[src/rtl/pixel_arbiter.sv]
// pixel_arbiter: two pixel sources share one VGA adapter plot port.
// A client locks the port for a whole drawing pass (until its done strobe);
// when both clients ask at once, round-robin priority decides the owner.
// The winner's pixel is registered onto x/y/colour/writeEn.
// Optional feature macro: PIXEL_ARB_CLIP_EN. It drops accepted pixels outside
// the X_MAX x Y_MAX screen and adds the 'dropped' output.
//
// Handshake: reqN is the client's valid and ackN is the combinational ready.
// A pixel transfers in any cycle where ackN=1. ackN can only be 1 while client
// N owns the lock, and it then simply follows reqN.
module pixel_arbiter #(
    parameter int X_W = 8,
    parameter int Y_W = 7,
    parameter int C_W = 3
`ifdef PIXEL_ARB_CLIP_EN
    ,
    // The clip bounds only exist when clipping is built in.
    parameter int X_MAX = 160,
    parameter int Y_MAX = 120
`endif
) (
    input  logic           clock,
    input  logic           reset,
    input  logic           req0,
    input  logic [X_W-1:0] x0,
    input  logic [Y_W-1:0] y0,
    input  logic [C_W-1:0] colour0,
    input  logic           done0,
    output logic           ack0,
    input  logic           req1,
    input  logic [X_W-1:0] x1,
    input  logic [Y_W-1:0] y1,
    input  logic [C_W-1:0] colour1,
    input  logic           done1,
    output logic           ack1,
    output logic [X_W-1:0] x,
    output logic [Y_W-1:0] y,
    output logic [C_W-1:0] colour,
    output logic           writeEn,
    output logic           busy,
`ifdef PIXEL_ARB_CLIP_EN
    output logic           dropped,
`endif
    output logic [1:0]     fsm_state
);

    localparam logic [1:0] IDLE = 2'd0;
    localparam logic [1:0] OWN0 = 2'd1;
    localparam logic [1:0] OWN1 = 2'd2;

    logic [1:0] state;
    logic [1:0] state_next;
    logic       prio;       // 0: client 0 wins a tie, 1: client 1 wins
    logic       prio_next;

    logic           accept;
    logic           keep;
    logic [X_W-1:0] sel_x;
    logic [Y_W-1:0] sel_y;
    logic [C_W-1:0] sel_colour;

    // State and priority registers.
    always_ff @(posedge clock or posedge reset) begin
        if (reset) begin
            state <= IDLE;
            prio  <= 1'b0;
        end else begin
            state <= state_next;
            prio  <= prio_next;
        end
    end

    // Next-state logic. A pass ends only on the owner's done. Priority then
    // passes to the other client, which takes over at once if it is waiting.
    always_comb begin
        state_next = state;
        prio_next  = prio;
        case (state)
            IDLE: begin
                if (req0 && req1) state_next = prio ? OWN1 : OWN0;
                else if (req0)    state_next = OWN0;
                else if (req1)    state_next = OWN1;
            end
            OWN0: begin
                if (done0) begin
                    prio_next  = 1'b1;
                    state_next = req1 ? OWN1 : IDLE;
                end
            end
            OWN1: begin
                if (done1) begin
                    prio_next  = 1'b0;
                    state_next = req0 ? OWN0 : IDLE;
                end
            end
            default: state_next = IDLE;
        endcase
    end

    // Outputs decoded from the state. Acks are forced low during reset.
    always_comb begin
        ack0      = !reset && (state == OWN0) && req0;
        ack1      = !reset && (state == OWN1) && req1;
        busy      = (state != IDLE);
        fsm_state = state;
    end

    // Select the pixel being accepted and decide whether it reaches the screen.
    always_comb begin
        accept     = ack0 || ack1;
        sel_x      = ack1 ? x1 : x0;
        sel_y      = ack1 ? y1 : y0;
        sel_colour = ack1 ? colour1 : colour0;
`ifdef PIXEL_ARB_CLIP_EN
        keep       = (sel_x < X_W'(X_MAX)) && (sel_y < Y_W'(Y_MAX));
`else
        keep       = 1'b1;
`endif
    end

    // Plot port registers. The coordinates load only for a kept pixel and
    // hold otherwise. writeEn pulses once per kept pixel.
    always_ff @(posedge clock or posedge reset) begin
        if (reset) begin
            x       <= '0;
            y       <= '0;
            colour  <= '0;
            writeEn <= 1'b0;
        end else begin
            writeEn <= accept && keep;
            if (accept && keep) begin
                x      <= sel_x;
                y      <= sel_y;
                colour <= sel_colour;
            end
        end
    end

`ifdef PIXEL_ARB_CLIP_EN
    // Report pixels that were acked but fell outside the screen.
    always_ff @(posedge clock or posedge reset) begin
        if (reset) dropped <= 1'b0;
        else       dropped <= accept && !keep;
    end
`endif

endmodule

[config.mk]
export PLATFORM = sky130hd
export DESIGN_NAME = pixel_arbiter
export DESIGN_NICKNAME = d
export VERILOG_FILES = /design/src/rtl/pixel_arbiter.sv
export SDC_FILE = /design/constraint.sdc
export NUM_CORES = 1
export LEC_CHECK = 0
export CAP_MARGIN = 0
export CELL_PAD_IN_SITES_DETAIL_PLACEMENT = 0
export CELL_PAD_IN_SITES_GLOBAL_PLACEMENT = 2
export CORE_MARGIN = 5
export CORE_UTILIZATION = 37
export DETAILED_ROUTE_END_ITERATION = 12
export DONT_BUFFER_PORTS = 1
export PLACE_DENSITY = 0.72
export SYNTH_ARGS = -nofsm -noshare
export SYNTH_HDL_FRONTEND = slang
export SYNTH_SLANG_ARGS = --single-unit
[constraint.sdc]
create_clock -name clock -period 2.3 [get_ports clock]
set_input_delay 0.23 -clock clock [delete_from_list [all_inputs] [get_ports clock]]
set_output_delay 0.23 -clock clock [all_outputs]
set_load 0.005 [all_outputs]
# == Word-level counts from Yosys, hierarchy flattened ==
# Cells that the tools add are included.
# totals
ff_bits,22
in_bits,42
out_inout_bits,24
# classes
eq_ne,5
muxes,15
reduce_logical,12
# ops
op,count
$mux W2,7
$mux W8,1
$mux W7,1
$pmux W2 S3,1
$reduce_and A3 Y1,2
$logic_and A1 B1 Y1,5
$ne A2 B2 Y1 const B,2
$ne A4 B4 Y1 const B,1
$reduce_bool A2 Y1,2
$mux W1,3
$mux W3,1
$eq A2 B1 Y1 const B,1
$eq A2 B2 Y1 const B,1
$logic_not A2 Y1,1
$pmux W1 S2,1
$logic_not A1 Y1,1
$logic_or A1 B1 Y1,1

# == Logic depth before layout (Yosys ltp) ==
# Gate-level depths: netlist of run 1.
# depth
ltp_word,4
depth_mapped,5
mapped_depth_nobuf,3

# == Worst setup path before layout of run 1 ==
# Ideal clock, no wire load.
# synth_timing
kind,reg-to-reg
start,register state[0] (netlist: fsm_state[0])
end,register colour[1]
arrival_time_ns,1.599
required_ns,2.175
setup_slack_ns,0.576
stages_incl_launch_ff,6
n_path_buf,2
synth_period_minus_slack_ns,1.724
cell_sequence,dfrtp_1 > nor4bb_2 > buf_6 > buf_12 > mux2_4 > mux2_4
# synth_between
elab_chain_len,4
word_cells_on_any_way,8
# synth_lines
item,line_no,source
"start, declared",51,logic [1:0] state;
"start signal, assigned",68,state <= state_next;
$eq A2 B2 Y1 (*),103,ack1 = !reset && (state == OWN1) && req1;
$logic_and A1 B1 Y1 (*) (2 in series),103,
named net ack1,35,"output logic ack1,"
$mux W3 / $logic_or A1 B1 Y1 (equally long branches),"113, 110",
"end signal, assigned",134,colour <= sel_colour;
"end, declared",38,"output logic [C_W-1:0] colour,"
# The timed path passes the listed nets; every way through them passes the cells marked *.
# A chain may end at the register's enable or synchronous reset.

# == Worst setup path in the final report of run 1 ==
# layout_timing
start,register state[1] (netlist: fsm_state[1])
end,register x[2]
# layout_between
elab_chain_len,4
word_cells_on_any_way,8
# layout_lines
item,line_no,source
$eq A2 B2 Y1 (*),103,
$logic_and A1 B1 Y1 (*) (2 in series),103,
named net ack1,35,
$mux W8 / $logic_or A1 B1 Y1 (equally long branches),"111, 110",
"end signal, assigned",132,x <= sel_x;
"end, declared",36,"output logic [X_W-1:0] x,"
# Marks and branches as above.

==> results of run 1 <==
-- state kept, by name (all words and copies together), names as in the netlist --
name and count:
x 8, y 7, colour 3, fsm_state 2, prio 1, writeEn 1
-- through the flow --
step                      instances  hold WS [ns]  instance area (sq um)   util
after floorplan                  82         0.219                   1200      -
after global placement          126         0.329                   1240  0.404
after detailed placement        126         0.346                   1240  0.404
after CTS                       131        0.0112                   1290  0.420
after global routing            132        0.0763                   1300  0.423
final                           132        0.0801                   1300  0.423
-- cell families after synthesis --
logic type      Yosys count  share of synthesized area
mux                      36                      0.394
flops                    22                      0.458
simple gates             12                     0.0625
compound gates            7                     0.0438
buf+inv                   5                     0.0417
-- critical path, cell delays in order, from the launching register on --
cell      delay, ns
dfrtp_1        0.50
nor4bb_4       0.36
buf_4          0.28
mux2_2         0.35
mux2_2         0.25
-- timing repair --
item,4_1_cts,5_1_grt
hold buffers,1,1
setup endpoints to repair,0,0
endpoints found under the hold margin,6,1
buffers inserted,0,0
-- Yosys cell counts (all sizes together) --
library cell  instances
o22ai                 1
inv                   2
nand2b                1
a21oi                 3
and3                  1
dfrtp                22
mux2                 36
o32ai                 1
nor4bb                1
buf                   3
o21ai                 1
nor2                  2
nand3b                2
a31oi                 1
nor2b                 1
nand2                 3
or2                   1
-- power by group through the flow --
stage / logic (mW) / registers, mW / clock network [mW]
2_1_floorplan: 0.447 / 0.712 / 0
5_1_grt: 0.537 / 0.792 / 0.234
6_report: 0.485 / 0.762 / 0.205
3_3_place_gp: 0.478 / 0.773 / 0
4_1_cts: 0.498 / 0.769 / 0.219
3_5_place_dp: 0.498 / 0.773 / 0
-- final timing paths --
check                                to  slack [ns]  depth (start not counted)
min in group asynchronous          prio        0.53                          2
hold / removal             fsm_state[1]        0.08                          2
hold reg to reg                    x[4]        0.56                          1
setup / recovery                   x[2]        0.45                          4
setup reg to reg                   x[2]        0.45                          4
max in group asynchronous          x[7]        1.26                          2
-- per-layer routing --
metal	wire length, um	vias to the layer above	track usage	share of wire
met1	930	329	0.131	0.40
met2	1140	34	0.176	0.49
li1	-	306	-	-
met3	222	2	0.0354	0.096
met4	18	0	0.0456	0.0078
met5	0	-	0	0
-- layout by cell type, fill, tap and decap left out --
cell,n
o32ai_1,1
o22ai_1,1
a21oi_4,1
nor4bb_4,1
and3_1,1
a31oi_1,1
mux2_2,18
o21ai_0,1
nand2_1,3
nor2_1,2
nand2b_1,1
nand3b_1,2
clkbuf_4,3
or2_2,1
mux2_4,18
a21oi_1,2
inv_1,2
dlygate4sd3_1,2
clkbuf_8,1
dfrtp_1,22
nor2b_1,1
buf_4,3
-- final cells by class --
| type | count | area [sq um] |
|---|---|---|
| clock buffer | 4 | 36.3 |
| fill | 291 | 1780 |
| inverter | 2 | 7.51 |
| multi-input combinational | 55 | 609 |
| sequential | 22 | 551 |
| tap | 44 | 55.1 |
| timing repair buffer | 5 | 42.5 |
==> run metrics, run 1 <==
PnR Total Power=1.45 mW; yosys warns=0; grt total ovfl=0; Crit. Startpoint=fsm_state[1]; Fmax achieved=541 MHz; clk sinks=22; top cell type by total area after synthesis=dfrtp_1; Slew Viols, Final=0; HP Class=primary input to register; RR Startpoint=fsm_state[1]; PwrDens=1120 mW/mm^2; Die Width=67.0 um; critical path class=register to register; sequential share of power=0.525; Area contributors post-synth=dfrtp_1 (46%), mux2_4 (23%), mux2_2 (17%), buf_6 (1.9%), buf_12 (1.7%); DR iter-0 viols=37; FF+latch count, synth=22; Total Wirelength=2310 um; setup TNS=0 ns; internal power=1000 uW; critical path fanouts, max=11; first-pass GRT wire length=3660 um; Final Setup Violations=0; mapped cell area=0.00120 sq mm; Worst-path clk slew=0.12 ns; Period minus WS final=1.85 ns; root buf cell=clkbuf_4; Layout area overhead=8.33%; core area=0.00308 sq mm; final setup margin=0.450 ns; max-cap violations=0; WP data arrival=2.04 ns; synthesized instance count=82; via count=671; pre-CTS WS=0.464 ns; Antenna Cells=0; DP Wirelength=1770 um; Final Net Count=131; Netlist cell types=20; die area=0.00449 sq mm; Die H=67.0 um; clk_skew=0.00158 ns; post-CTS resize count=0; power share of the clock group=0.141; htree depth=1; Inserted Clock Buffers=3; WP data required=2.49 ns; Seq/Total Area, Yosys=0.458; Leak=0.554 nW; startpoint type of the worst setup path=register; RSZ-0062 raised after global routing=no; CTS tree=yes; Clk Latency, worst-skew pair=0.29 ns; Avg WL per Cell=17.5 um; DRC viols=0; GP Congestion=0.684; hold_sp=req1; Gate power share=0.334; Mapped Nets=124; total track usage=0.108; Starting Density=0.390; Ports=66; antenna-violating nets left=0; vias in the first global route=806; Slew headroom=0.447; largest net degree at the start of global routing=23; P_sw=452 uW; Clock Path Buffers=2; Worst-Margin Slew=0.828 ns; fraction of layout cells with a size suffix above 1=0.523; crit end category=register; Via density=5.08; DRT Pass-1 Iters=3; row cnt=20; syn avg cell area=14.6 sq um; status=finished, final reports clean; post-synth top area share=0.458; port buffer count=0; final hold viol count=0; initial antenna violation count=0; maximum vdd ir drop=395 uV; final period utilization=0.804; Sw Ratio=0.312
Note: power is estimated with default switching activity, not from simulation.
==> run 2: changes to the inputs <==
--- a/config.mk
+++ b/config.mk
@@ -5,14 +5,15 @@
 export SDC_FILE = /design/constraint.sdc
 export NUM_CORES = 1
 export LEC_CHECK = 0
+export ABC_AREA = 1
 export CAP_MARGIN = 0
 export CELL_PAD_IN_SITES_DETAIL_PLACEMENT = 0
 export CELL_PAD_IN_SITES_GLOBAL_PLACEMENT = 2
 export CORE_MARGIN = 5
-export CORE_UTILIZATION = 37
+export CORE_UTILIZATION = 31
 export DETAILED_ROUTE_END_ITERATION = 12
 export DONT_BUFFER_PORTS = 1
-export PLACE_DENSITY = 0.72
+export PLACE_DENSITY = 0.73
 export SYNTH_ARGS = -nofsm -noshare
 export SYNTH_HDL_FRONTEND = slang
 export SYNTH_SLANG_ARGS = --single-unit
==> constraint.sdc (replaced) <==
create_clock -name clock -period 1.76 [get_ports clock]
set_input_delay 0.176 -clock clock [delete_from_list [all_inputs] [get_ports clock]]
set_output_delay 0.176 -clock clock [all_outputs]
set_load 0.005 [all_outputs]
==> run metrics, run 2 <==
max reg flops=8; status=finished, final reports clean; Post-synth EDFFs=0; vias in the first global route=1162; Die Width=74.8 um; hold_sp=req0; first-pass GRT wire length=5660 um; R2R Path End=colour[0]; RR Startpoint=fsm_state[1]; maximum vdd ir drop=596 uV; FF+latch count, synth=22; Worst-path clk slew=0.08 ns; most frequent cells in the layout=nand2_1 (71), nand3_1 (40), dfrtp_1 (22); clk sinks=22; Min-Delay Path Depth=2; HP Class=primary input to register; critical path fanouts, max=24; DRC viols=0; largest net degree at the start of global routing=25; top-count cell post-synth=nand2_1; Crit path top cell by count=inv_1; post-CTS resize count=0; Worst-Margin Slew=0.365 ns; yosys warns=0; WP buf/inv=3; initial antenna violation count=0; WP data required=1.58 ns; PwrDens=1440 mW/mm^2; fraction of layout cells with a size suffix above 1=0.146; delay-heaviest family, CP=flip-flops; Final Cell Area=0.00138 sq mm; Async SR Flop Fraction=1.00; biggest regs=x: 8 flops, y: 7 flops, colour: 3 flops; Avg WL per Cell=15.4 um; startpoint type of the worst setup path=register; port buffer count=0; Final Net Count=221; Top reg by flops=x; Fmax achieved=624 MHz; core area=0.00403 sq mm; total track usage=0.131; Via density=4.96; final hold viol count=0; Die H=74.8 um; Post-CTS Setup Bufs=0; Ports=66; DP Wirelength=2660 um; CP max stage delay=0.43 ns; RSZ-0062 raised after global routing=no; Area contributors post-synth=dfrtp_1 (42%), nand2_1 (21%), nand3_1 (15%), nand2_2 (5.3%), buf_6 (5.2%); FF-to-FF path depth=6; most common cell after layout, fill and taps aside=nand2_1; root buf cell=clkbuf_8; Antenna Cells=0; PnR Total Power=1.99 mW; Total Wirelength=3510 um; synthesized instance count=177; crit-path cells=inv_1 > nor2_4 > nand2_4 > buf_4 > inv_1; fill count=440; CTS tree=yes; antenna-violating nets left=0; Clock Path Buffers=2; syn avg cell area=7.34 sq um; via count=1132; DRT Pass-1 Iters=4; clk_skew=0.000990 ns; Leak=0.773 nW; Top FF cell, synth=dfrtp_1; mapped cell area=0.00130 sq mm; die area=0.00559 sq mm; Inserted Clock Buffers=3; Cell Area, Placed=0.00132 sq mm; row cnt=23; Slew headroom=0.756; grt total ovfl=0; setup TNS=0 ns; htree depth=1; critical path class=register to output port; final period utilization=0.911; top cell type by total area after synthesis=dfrtp_1; GP Congestion=0.807; Reg2Reg Setup Slack=0.25 ns; Slew Viols, Final=0; Layout area overhead=6.16%; Mapped Nets=219; Final Setup Violations=0; worst hold margin=0.0717 ns; # hold bufs at CTS=1; Starting Density=0.323; post-synth top area share=0.423; crit end category=output port; max-cap violations=0; Slowest cell on crit path=dfrtp_1; Seq/Total Area, Yosys=0.423; WHS Endpoint=fsm_state[0]; WP data arrival=1.43 ns; DR iter-0 viols=41; Netlist cell types=15; most frequent cells after synthesis=nand2_1 (71), nand3_1 (40), dfrtp_1 (22); Period minus WS final=1.60 ns; Clk Latency, worst-skew pair=0.26 ns
==> run 2: cell types whose count changed after synthesis, moves of 7 or more <==
cell     before  now
inv_1         2    9
mux2_2       18    0
mux2_4       18    0
nand2_1       3   71
nand2_2       0   11
nand3_1       0   40
==> run 2: how the worst max path moves through the flow <==
stage	start	end	slack [ns]	cells after the start
floorplan	reset	ack0	0.33	5
global placement	fsm_state[1]	x[2]	0.28	6
detailed placement	fsm_state[1]	y[5]	0.23	6
CTS	fsm_state[1]	ack1	0.13	5
global route	fsm_state[1]	ack1	0.03	5
finish	fsm_state[1]	ack1	0.16	5
==> run 2: logic make-up (layout without fill, tap and decap cells) <==
family,after synthesis,in the layout,share of synthesized area
AND/OR/NAND/NOR,131,131,0.462
buffers and inverters,21,22,0.103
AO/OA/AOI/OAI,3,3,0.0115
flip-flops,22,22,0.423
==> run 2: final cells by class <==
cell class	instances	area [sq um]	share of cell area
tap	50	62.6	0.0453
timing repair buffer	7	55.1	0.0399
clock buffer	4	55.1	0.0399
inverter	11	41.3	0.0299
multi-input combinational	134	616	0.446
sequential	22	551	0.399
==> run 2: layer usage <==
layer  GRT usage  share of wire  up-vias
met2       0.221           0.49       42
li1            -              -      557
met1       0.161           0.41      529
met5           0              0        -
met4      0.0375          0.013        0
met3      0.0387          0.094        4
==> run 2: where the power goes <==
group / switching [mW] / internal (mW) / total, mW
Sequential: 0.221 / 0.734 / 0.955
Clock: 0.164 / 0.199 / 0.363
Combinational: 0.420 / 0.251 / 0.671
==> run 2: stage by stage <==
stage | setup WS, ns | std cells | utilization
after detailed placement | 0.225 | 223 | 0.326
after floorplan | 0.327 | 177 | -
after CTS | 0.132 | 228 | 0.343
final | 0.157 | 228 | 0.343
after global placement | 0.276 | 223 | 0.326
after global routing | 0.0288 | 228 | 0.343
==> run 2: worst register-to-register path, cell delays in order (launching register included) <==
cell and delay [ns]:
dfrtp_1 0.44, inv_1 0.15, nor2_4 0.05, nand2_4 0.25, nand2_2 0.30, nand2_1 0.17, nand2_1 0.05
==> run 3: changes to the inputs <==
==> constraint.sdc (replaced) <==
create_clock -name clock -period 1.76 [get_ports clock]
set_input_delay 0.44 -clock clock [delete_from_list [all_inputs] [get_ports clock]]
set_output_delay 0.44 -clock clock [all_outputs]
set_load 0.005 [all_outputs]
==> run metrics, run 3 (synthesized netlist as in run 2, its figures left out) <==
status=finished, final reports clean; core area=0.00403 sq mm; HP Class=primary input to async pin; Cell Area, Placed=0.00132 sq mm; Clock Path Buffers=2; Die Width=74.8 um; DP Wirelength=2600 um; Critical Path Stages=4; vias in the first global route=1117; clk_skew=0.00275 ns; max reg flops=8; CP max stage delay=0.43 ns; root buf cell=clkbuf_8; Avg WL per Cell=15.8 um; Final Net Count=223; WP buf/inv=2; htree depth=1; critical path fanouts, max=13; Period minus WS final=1.67 ns; pre-CTS WS=0.226 ns; crit end category=output port; biggest regs=x: 8 flops, y: 7 flops, colour: 3 flops; Inserted Clock Buffers=3; most common cell after layout, fill and taps aside=nand2_1; DRC viols=0; critical path class=register to output port; most frequent cells in the layout=nand2_1 (71), nand3_1 (39), dfrtp_1 (22); crit-path cells=inv_1 > nor2_4 > nand2_8 > inv_1; CTS tree=yes; delay-heaviest family, CP=flip-flops; final setup margin=0.0864 ns; row cnt=23; Leak=0.770 nW; fraction of layout cells with a size suffix above 1=0.168; Fmax achieved=598 MHz; die area=0.00559 sq mm; Ports=66; Slowest cell on crit path=dfrtp_1; final hold viol count=0; Antenna Cells=0; Starting Density=0.323; Crit path top cell by count=inv_1; Clk Latency, worst-skew pair=0.26 ns; Worst-Margin Slew=0.368 ns; WP data arrival=1.23 ns; Final Setup Violations=0; port buffer count=0; Layout area overhead=7.70%; largest net degree at the start of global routing=26; # hold bufs at CTS=0; final period utilization=0.951; Via density=5.02; total track usage=0.127; GP Congestion=0.825; Top reg by flops=x; Total Wirelength=3630 um; WP data required=1.32 ns; initial antenna violation count=0; FF-to-FF path depth=8; fill count=437; grt total ovfl=0; startpoint type of the worst setup path=register; Slew Viols, Final=0; Die H=74.8 um; Final Cell Area=0.00140 sq mm; Worst-path clk slew=0.08 ns; PwrDens=1430 mW/mm^2; antenna-violating nets left=0; maximum vdd ir drop=701 uV; clk sinks=22; Slew headroom=0.754; max-cap violations=0; DR iter-0 viols=24; via count=1150; DRT Pass-1 Iters=3; first-pass GRT wire length=5490 um
run 3: cell count changes in the layout (fill, tap and decap cells not counted), sizes merged:
cell	delta
inv	-1
buf	+2
nand2	+1
dlygate4sd3	-1
clkbuf	-1
clkinvlp	+1
run 3: power breakdown:
part | internal (mW) | switching [mW]
Combinational | 0.282 | 0.462
Clock | 0.152 | 0.156
Sequential | 0.734 | 0.214
run 3: layer usage:
layer / vias to the layer above / share of wire / GRT usage
met1: 541 / 0.42 / 0.155
li1: 559 / - / -
met2: 46 / 0.48 / 0.211
met4: 0 / 0.0085 / 0.0395
met5: - / 0 / 0
met3: 4 / 0.098 / 0.0467
run 3: repair_timing:
item | in CTS | in global routing
buffers inserted | 0 | 2
resized for setup | 0 | 1
endpoints found under the setup margin | 0 | 1
run 3: metrics by stage:
step / instances / hold WS, ns / util / total power [mW] / TNS, ns
6_report: 229 / 0.133 / 0.348 / 2.00 / 0
5_1_grt: 229 / 0.145 / 0.348 / 2.20 / -0.00792
4_1_cts: 226 / 0.138 / 0.339 / 1.98 / 0
3_5_place_dp: 223 / 0.424 / 0.329 / 1.66 / 0
3_3_place_gp: 223 / 0.425 / 0.329 / 1.63 / 0
2_1_floorplan: 177 / 0.313 / - / 1.51 / 0
run 3: worst reg2reg max path, stage by stage (launching register included):
cell and delay [ns]:
dfrtp_1 0.43, inv_1 0.12, nor2_4 0.21, buf_4 0.14, buf_4 0.22, nand3_1 0.10
nand2_1 0.08, nand2_1 0.05, nand2_1 0.07
run 3: path summary, 6_finish.rpt:
| path | start | endpoint | slack [ns] |
|---|---|---|---|
| max | fsm_state[1] | ack1 | 0.09 |
| min | reset | colour[0] | 0.13 |
| max reg2reg | fsm_state[1] | y[3] | 0.29 |
| min reg2reg | colour[1] | colour[1] | 0.55 |
| max in group asynchronous | reset | colour[2] | 1.39 |
| min in group clock | req0 | fsm_state[0] | 0.33 |
run 3: final cells by class:
| cell class | count | area [sq um] | share of cell area |
|---|---|---|---|
| timing repair buffer | 8 | 60.1 | 0.0429 |
| sequential | 22 | 551 | 0.393 |
| multi-input combinational | 135 | 641 | 0.458 |
| tap | 50 | 62.6 | 0.0447 |
| inverter | 11 | 45.0 | 0.0322 |
| clock buffer | 3 | 41.3 | 0.0295 |
